$ cat config.mk
export PLATFORM = sky130hd
export DESIGN_NAME = cprv_decode_stage
export DESIGN_NICKNAME = d
export VERILOG_FILES = /design/src/rtl/cprv_decode_stage.sv
export SDC_FILE = /design/constraint.sdc
export NUM_CORES = 1
export LEC_CHECK = 0
export ABC_AREA = 1
export BUFFER_PORTS_ARGS = -buffer_cell sky130_fd_sc_hd__clkbuf_2
export CORE_AREA = 3 3 227 229
export DETAILED_ROUTE_END_ITERATION = 8
export DIE_AREA = 0 0 230 232
export PLACE_DENSITY = 0.48
export SYNTH_ARGS = -nofsm -noshare
export SYNTH_HDL_FRONTEND = slang
export SYNTH_SLANG_ARGS = --single-unit
$ cat constraint.sdc
create_clock -name clk -period 20.1 [get_ports clk]
set_input_delay 1.005 -clock clk [delete_from_list [all_inputs] [get_ports clk]]
set_output_delay 1.005 -clock clk [all_outputs]
set_load 0.05 [all_outputs]
$ cat src/rtl/cprv_decode_stage.sv
// Decode stage of the CPRV pipeline: decodes the fetched instruction, reads operands and
// stalls one cycle on load-use. Optional write-back bypass: CPRV_DECODE_WB_BYPASS_EN.
module cprv_decode_stage #(
  parameter int XLEN        = 64,
  parameter int INSTR_WIDTH = 32
) (
  input  logic                   clk,
  input  logic                   rst,
  input  logic                   valid_id_i,
  output logic                   ready_id_o,
  input  logic [INSTR_WIDTH-1:0] instr_data_id_i,
  input  logic [XLEN-1:0]        pc_id_i,
  input  logic                   flush_i,
  output logic [4:0]             rs1_addr_rf_o,
  output logic [4:0]             rs2_addr_rf_o,
  input  logic [XLEN-1:0]        rs1_data_rf_i,
  input  logic [XLEN-1:0]        rs2_data_rf_i,
  input  logic                   wb_en_i,
  input  logic [4:0]             wb_addr_i,
  input  logic [XLEN-1:0]        wb_data_i,
  output logic                   valid_ex_o,
  input  logic                   ready_ex_i,
  output logic [XLEN-1:0]        rs1_data_ex_o,
  output logic [XLEN-1:0]        rs2_data_ex_o,
  output logic [XLEN-1:0]        imm_data_ex_o,
  output logic [XLEN-1:0]        pc_ex_o,
  output logic [4:0]             rd_addr_ex_o,
  output logic                   rd_en_ex_o,
  output logic                   mem_r_en_ex_o,
  output logic                   mem_w_en_ex_o,
  output logic                   illegal_ex_o,
  output logic [6:0]             opcode_ex_o,
  output logic [2:0]             funct3_ex_o,
  output logic [6:0]             funct7_ex_o
);

  localparam logic [6:0] OPC_LOAD      = 7'b0000011;
  localparam logic [6:0] OPC_OP_IMM    = 7'b0010011;
  localparam logic [6:0] OPC_AUIPC     = 7'b0010111;
  localparam logic [6:0] OPC_OP_IMM_32 = 7'b0011011;
  localparam logic [6:0] OPC_STORE     = 7'b0100011;
  localparam logic [6:0] OPC_OP        = 7'b0110011;
  localparam logic [6:0] OPC_LUI       = 7'b0110111;
  localparam logic [6:0] OPC_OP_32     = 7'b0111011;
  localparam logic [6:0] OPC_BRANCH    = 7'b1100011;
  localparam logic [6:0] OPC_JALR      = 7'b1100111;
  localparam logic [6:0] OPC_JAL       = 7'b1101111;

  logic [31:0]     ins;
  logic [6:0]      opcode;
  logic [4:0]      rd_addr;
  logic [4:0]      rs1_addr;
  logic [4:0]      rs2_addr;
  logic [XLEN-1:0] imm_i;
  logic [XLEN-1:0] imm_s;
  logic [XLEN-1:0] imm_b;
  logic [XLEN-1:0] imm_u;
  logic [XLEN-1:0] imm_j;

  assign ins      = instr_data_id_i[31:0];
  assign opcode   = ins[6:0];
  assign rd_addr  = ins[11:7];
  assign rs1_addr = ins[19:15];
  assign rs2_addr = ins[24:20];

  assign rs1_addr_rf_o = rs1_addr;
  assign rs2_addr_rf_o = rs2_addr;

  assign imm_i = XLEN'($signed(ins[31:20]));
  assign imm_s = XLEN'($signed({ins[31:25], ins[11:7]}));
  assign imm_b = XLEN'($signed({ins[31], ins[7], ins[30:25], ins[11:8], 1'b0}));
  assign imm_u = XLEN'($signed({ins[31:12], 12'b0}));
  assign imm_j = XLEN'($signed({ins[31], ins[19:12], ins[20], ins[30:21], 1'b0}));

  logic            dec_legal;
  logic            dec_rd_en;
  logic            dec_mem_r;
  logic            dec_mem_w;
  logic            dec_illegal;
  logic [XLEN-1:0] dec_imm;

  always_comb begin
    dec_legal = 1'b0;
    dec_rd_en = 1'b0;
    dec_mem_r = 1'b0;
    dec_mem_w = 1'b0;
    dec_imm   = '0;
    case (opcode)
      OPC_OP: begin
        dec_legal = 1'b1;
        dec_rd_en = 1'b1;
      end
      OPC_OP_IMM: begin
        dec_legal = 1'b1;
        dec_rd_en = 1'b1;
        dec_imm   = imm_i;
      end
      // Word-sized ops only exist on RV64.
      OPC_OP_32: begin
        dec_legal = (XLEN != 32);
        dec_rd_en = 1'b1;
      end
      OPC_OP_IMM_32: begin
        dec_legal = (XLEN != 32);
        dec_rd_en = 1'b1;
        dec_imm   = imm_i;
      end
      OPC_LOAD: begin
        dec_legal = 1'b1;
        dec_rd_en = 1'b1;
        dec_mem_r = 1'b1;
        dec_imm   = imm_i;
      end
      OPC_LUI, OPC_AUIPC: begin
        dec_legal = 1'b1;
        dec_rd_en = 1'b1;
        dec_imm   = imm_u;
      end
      OPC_JAL: begin
        dec_legal = 1'b1;
        dec_rd_en = 1'b1;
        dec_imm   = imm_j;
      end
      OPC_JALR: begin
        dec_legal = 1'b1;
        dec_rd_en = 1'b1;
        dec_imm   = imm_i;
      end
      OPC_STORE: begin
        dec_legal = 1'b1;
        dec_mem_w = 1'b1;
        dec_imm   = imm_s;
      end
      OPC_BRANCH: begin
        dec_legal = 1'b1;
        dec_imm   = imm_b;
      end
      default: begin
        dec_legal = 1'b0;
      end
    endcase
    if (rd_addr == 5'd0) dec_rd_en = 1'b0;
    dec_illegal = ~dec_legal | (ins[1:0] != 2'b11);
  end

  logic [XLEN-1:0] rs1_val;
  logic [XLEN-1:0] rs2_val;

`ifdef CPRV_DECODE_WB_BYPASS_EN
  // A write-back landing this cycle is newer than what the register file returns.
  always_comb begin
    rs1_val = rs1_data_rf_i;
    rs2_val = rs2_data_rf_i;
    if (wb_en_i && (wb_addr_i == rs1_addr)) rs1_val = wb_data_i;
    if (wb_en_i && (wb_addr_i == rs2_addr)) rs2_val = wb_data_i;
    if (rs1_addr == 5'd0) rs1_val = '0;
    if (rs2_addr == 5'd0) rs2_val = '0;
  end
`else
  logic unused_wb;
  assign unused_wb = ^{wb_en_i, wb_addr_i, wb_data_i};

  always_comb begin
    rs1_val = (rs1_addr == 5'd0) ? '0 : rs1_data_rf_i;
    rs2_val = (rs2_addr == 5'd0) ? '0 : rs2_data_rf_i;
  end
`endif

  logic cke;
  logic hazard;
  logic accept;

  // A load in EX cannot forward its data yet, so a dependent instruction waits one cycle.
  assign hazard = valid_ex_o & mem_r_en_ex_o & rd_en_ex_o & valid_id_i &
                  ((rd_addr_ex_o == rs1_addr) | (rd_addr_ex_o == rs2_addr));
  assign cke        = ~valid_ex_o | ready_ex_i;
  assign ready_id_o = cke & ~hazard;
  assign accept     = valid_id_i & ready_id_o;

  always_ff @(posedge clk or posedge rst) begin
    if (rst) begin
      valid_ex_o    <= 1'b0;
      rs1_data_ex_o <= '0;
      rs2_data_ex_o <= '0;
      imm_data_ex_o <= '0;
      pc_ex_o       <= '0;
      rd_addr_ex_o  <= '0;
      rd_en_ex_o    <= 1'b0;
      mem_r_en_ex_o <= 1'b0;
      mem_w_en_ex_o <= 1'b0;
      illegal_ex_o  <= 1'b0;
      opcode_ex_o   <= '0;
      funct3_ex_o   <= '0;
      funct7_ex_o   <= '0;
    end else if (flush_i) begin
      valid_ex_o <= 1'b0;
    end else if (cke) begin
      valid_ex_o <= accept;
      if (accept) begin
        rs1_data_ex_o <= rs1_val;
        rs2_data_ex_o <= rs2_val;
        imm_data_ex_o <= dec_imm;
        pc_ex_o       <= pc_id_i;
        rd_addr_ex_o  <= rd_addr;
        rd_en_ex_o    <= dec_rd_en;
        mem_r_en_ex_o <= dec_mem_r;
        mem_w_en_ex_o <= dec_mem_w;
        illegal_ex_o  <= dec_illegal;
        opcode_ex_o   <= opcode;
        funct3_ex_o   <= ins[14:12];
        funct7_ex_o   <= ins[31:25];
      end
    end
  end

endmodule

* Word-level counts from Yosys, hierarchy flattened *
Index checks and enable logic that the tools add are counted.

storage, ports and cells
  bits in registers = 283
  word-level logic and storage cells = 59
  input bits = 299

operators by class
  equality and inequality tests = 14
  bitwise logic cells = 13
  reduce and logical (&&, ||, !) cells = 9
  multiplexer cells = 10

operators with widths
  kind                                                  count
  one-hot mux 64 bit (5 select lines)                   1
  2-to-1 mux 64 bit                                     2
  equality test 7 x 6 -> 1 bit (second input constant)  4
  equality test 7 x 5 -> 1 bit (second input constant)  3
  equality test 7 bit (second input constant)           3
  zero test 5 bit                                       3
  OR reduction 11 bit                                   1
  equality test 5 bit                                   2
  OR reduction 9 bit                                    1
  equality test 7 x 2 -> 1 bit (second input constant)  1
  2-to-1 mux 1 bit                                      7
  AND 1 bit                                             6
  inverter 1 bit                                        4
  OR reduction 4 bit                                    1
  bitwise OR 1 bit                                      3
  AND reduction 3 bit                                   1
  != test 2 bit (second input constant)                 1
  nonzero test 2 bit                                    1
  OR reduction 2 bit                                    1

* Longest topological paths before layout *
  depth in word-level cells = 9
  gate-level depth with buffers = 12
  depth with buffers taken out = 10

* Least setup slack after synthesis *
OpenSTA, ideal clock, no wires.

  kind = input -> output
  from = input port instr_data_id_i[16]
  to = output port ready_id_o
  path buffers = 1
  data required time = 19.095 ns
  arrival time = 1.988 ns
  slack = 17.107 ns
  stages on the path = 8
  path through = inv_1 nand2_1 nand2_1 nor2_1 nand3_1 nand2_1 a21oi_2 buf_2

on the way
  word-level cells in the longest chain between the ends = 5

ends and longest elaborated chain
  element              line  RTL
  start: declaration   11    input logic [INSTR_WIDTH-1:0] instr_data_id_i,
  equality test 5 bit  175   ((rd_addr_ex_o == rs1_addr) | (rd_addr_ex_o == rs2_addr));
  bitwise OR 1 bit     175
  AND 1 bit            174   assign hazard = valid_ex_o & mem_r_en_ex_o & rd_en_ex_o & valid_id_i &
  inverter 1 bit       177   assign ready_id_o = cke & ~hazard;
  AND 1 bit            177
  end: declaration     10    output logic ready_id_o,

No other way between the ends.

* Worst setup path in the final report *
  from = input port instr_data_id_i[23]
  to = register rs1_data_ex_o[56]

on the way
  word-level cells in the longest chain between the ends = 7

ends and longest elaborated chain
  element                        line  RTL
  equality test 5 bit            175
  bitwise OR 1 bit               175
  AND 1 bit                      174
  inverter 1 bit                 177
  AND 1 bit                      177
  AND 1 bit                      178   assign accept = valid_id_i & ready_id_o;
  AND reduction 3 bit (no line)  -
  end signal: assignment         200   rs1_data_ex_o <= rs1_val;
  end: declaration               23    output logic [XLEN-1:0] rs1_data_ex_o,

No other way between the ends.
A chain may end at the register's enable or synchronous reset.

==> impl_metrics.env <==
export IMPL_grt_pass1_wl_mm=72.48
export IMPL_nNetsFinal=2325
export IMPL_cp_start_kind="primary input"
export IMPL_ys_seq_elements=251
export IMPL_p_leak_nw=9.833
export IMPL_syn_nets=1924
export IMPL_end_kind="flip-flop"
export IMPL_seq_area_frac_synth=0.5054
export IMPL_holdCritPathClass="reg2reg"
export IMPL_vias=12430
export IMPL_grt_max_degree=147
export IMPL_cts_max_path_buffers=3
export IMPL_core_area_um2=49860
export IMPL_dieHeight_um=232
export IMPL_hold_buffers=0
export IMPL_cts_tree="done"
export IMPL_synthCells=1625
export IMPL_crit_path_frequent_cell="nand2_1"
export IMPL_max_cap_viol_count=0
export IMPL_syn2layout_area_growth_pct=30.28
export IMPL_combPwrFrac=0.302
export IMPL_post_route_period_util=0.2087
export IMPL_final_core_util=0.3247
export IMPL_finalClockSkew_ns=0.01219
export IMPL_rows=82
export IMPL_yosys_cell_types_count=24
export IMPL_switching_power_uw=678.9
export IMPL_cellPowerDensity_nw_per_um2=104.7
export IMPL_clock_latency_ns=0.57
export IMPL_finalWorstPathRequiredPeriod_ns=4.196
export IMPL_switching_share=0.4004
export IMPL_drtIter0Drc=677
export IMPL_overflow=0
export IMPL_crit_fanout=146
export IMPL_post_cts_resized=0
export IMPL_worst_ep_required_time_ns=20.60
export IMPL_fmax_ghz=0.2383
export IMPL_final_antenna_net_count=0
export IMPL_worst_pin_slew_ns=1.148
export IMPL_rsz0062_at_grt="no"
export IMPL_wire_per_inst_um=17.22
export IMPL_ir_worst_vdd_v=0.00005832
export IMPL_cts_root_buf="clkbuf_16"
export IMPL_yosys_warnings=0
export IMPL_io_pins=593
export IMPL_h_tree_depth=1
export IMPL_clk_pin_slew_worst_paths_ns=0.06
export IMPL_clock_sinks=251
export IMPL_max_stage_delay_ns=0.92
export IMPL_dr_pass1_iters=4
export IMPL_die_area_um2=53360
export IMPL_place_congestion=0.8178
export IMPL_slew_violations=0
export IMPL_initial_core_util=0.2492
export IMPL_path_cells="clkbuf_2 > inv_1 > nand2_1 > nand2_1 > nor2_1 > nand3_1 > nand2_1 > nand2_8 > nand3_4 > buf_4 > nand2_1 > nand2_1"
export IMPL_multi_input_area_um2=4740
export IMPL_p_int_mw=1.017
export IMPL_worst_path_buf_inv=3
export IMPL_slew_headroom=0.2345
export IMPL_crit_arrival_ns=4.69
export IMPL_hold_violations=0
export IMPL_drc=0
export IMPL_fillers=5498
export IMPL_p_seq_frac=0.363
export IMPL_netlist_area_um2=12430
export IMPL_post_cts_buffers=0
export IMPL_setup_tns_final_ns=0
export IMPL_critical_path_top_delay_family="simple AND/OR/NAND/NOR gates"
export IMPL_register_area_um2=6281
export IMPL_cts_made_buffers=31
export IMPL_p_clk_frac=0.335
export IMPL_drive_gt1_frac=0.2923
export IMPL_status="completed"
export IMPL_vias_per_cell=4.566
export IMPL_place_hpwl_mm=31.74
export IMPL_syn_avg_cell_area_um2=7.647
export IMPL_grt_pass1_vias=12060
export IMPL_critPathSlowestCell="buf_4"
export IMPL_setup_viol=0
export IMPL_worstSetupPathType="in2reg"
export IMPL_routed_wl_mm=46.86
export IMPL_die_w_um=230
export IMPL_grt_usage=0.1687
export IMPL_port_buffers=522
export IMPL_grt_antenna_before_repair=1
==> cell type report <==
| cell class | instances | share of cell area |
|---|---|---|
| multi-input combinational | 1052 | 0.2928 |
| clock buffer | 39 | 0.05286 |
| antenna | 1 | 0.0001546 |
| sequential | 251 | 0.3880 |
| clock inverter | 17 | 0.01020 |
| inverter | 155 | 0.03671 |
| tap | 672 | 0.05194 |
| timing repair buffer | 535 | 0.1674 |
==> power groups by stage <==
stage          sequential [mW]  combinational [mW]  clock, mW
2_1_floorplan            0.866               0.127          0
3_3_place_gp             0.621               0.517          0
3_5_place_dp             0.624               0.518          0
4_1_cts                  0.616               0.518      0.589
5_1_grt                  0.625               0.546      0.611
6_report                 0.616               0.512      0.567
==> registers in the layout, indices dropped and copies added (netlist names) <==
register	cells
pc_ex_o	64
rs1_data_ex_o	64
rs2_data_ex_o	64
imm_data_ex_o	32
funct7_ex_o	7
opcode_ex_o	7
rd_addr_ex_o	5
funct3_ex_o	3
illegal_ex_o	1
mem_r_en_ex_o	1
mem_w_en_ex_o	1
rd_en_ex_o	1
valid_ex_o	1
==> cell families after synthesis <==
logic type      after synthesis  share of synthesized area
simple gates               1040                     0.3715
flops                       251                     0.5054
buf+inv                     322                     0.1159
compound gates               10                   0.005738
xor+xnor                      2                   0.001410
==> cell usage after synthesis (all sizes together) <==
library cell,n,area [µm²]
nand2,703,2646
dfrtp,251,6281
nand4,229,1433
inv,155,581.8
buf,103,618.1
nand3,74,375.4
clkbuf,64,240.2
nor2,23,88.84
a21boi,6,45.04
nand3b,6,45.04
nor3,3,15.01
a21oi,2,13.76
xnor2,2,17.52
and3,1,6.260
nor3b,1,7.510
o211ai,1,7.510
o21ai,1,5.000
==> tightest hold or removal path, stage by stage (launching register included) <==
cell,delay [ns]
dfrtp_1,0.34
nand2_1,0.05
nand2_1,0.05
==> placed cells by master (no fill, tap or decap), types with 3 or more instances in the layout <==
cell type,netlist,layout
a21boi_0,6,6
buf_4,49,13
bufinv_16,0,3
clkbuf_1,64,3
clkbuf_16,0,31
clkbuf_2,0,522
clkbuf_8,0,5
clkinv_2,0,12
dfrtp_1,251,251
inv_1,153,151
nand2_1,702,702
nand3_1,73,71
nand3b_1,6,6
nand4_1,229,229
nor2_1,22,21
nor3_1,3,3
==> per-layer routing <==
| layer | global-route usage | routed length [µm] |
|---|---|---|
| met1 | 0.2219 | 20180 |
| met2 | 0.2737 | 21750 |
| met3 | 0.04416 | 3611 |
| met4 | 0.04891 | 1319 |
| met5 | 0 | 0 |
==> path summary, 6_finish.rpt <==
check | startpoint | endpoint | slack (ns) | cells after the start
max | instr_data_id_i[23] | rs1_data_ex_o[56] | 15.90 | 12
min in group asynchronous | rst | pc_ex_o[53] | 0.54 | 2
max reg2reg | rd_addr_ex_o[1] | rs1_data_ex_o[56] | 16.10 | 11
min | rs1_data_ex_o[41] | rs1_data_ex_o[41] | 0.47 | 2
min reg2reg | rs1_data_ex_o[41] | rs1_data_ex_o[41] | 0.47 | 2
max in group asynchronous | rst | rs2_data_ex_o[34] | 17.87 | 3
==> metrics by stage <==
| stage | hold WS [ns] | total power [mW] | instances | setup WS, ns | area (µm²) |
|---|---|---|---|---|---|
| floorplan | 0.7503 | 0.9927 | 1625 | 12.20 | 12430 |
| global placement | 0.4523 | 1.138 | 2665 | 15.28 | 15170 |
| detailed placement | 0.4571 | 1.142 | 2665 | 15.27 | 15170 |
| CTS | 0.4717 | 1.724 | 2721 | 15.87 | 16190 |
| global route | 0.4800 | 1.782 | 2721 | 15.44 | 16190 |
| finish | 0.4672 | 1.695 | 2722 | 15.90 | 16190 |
No activity file was read; power rests on OpenSTA's default activity.
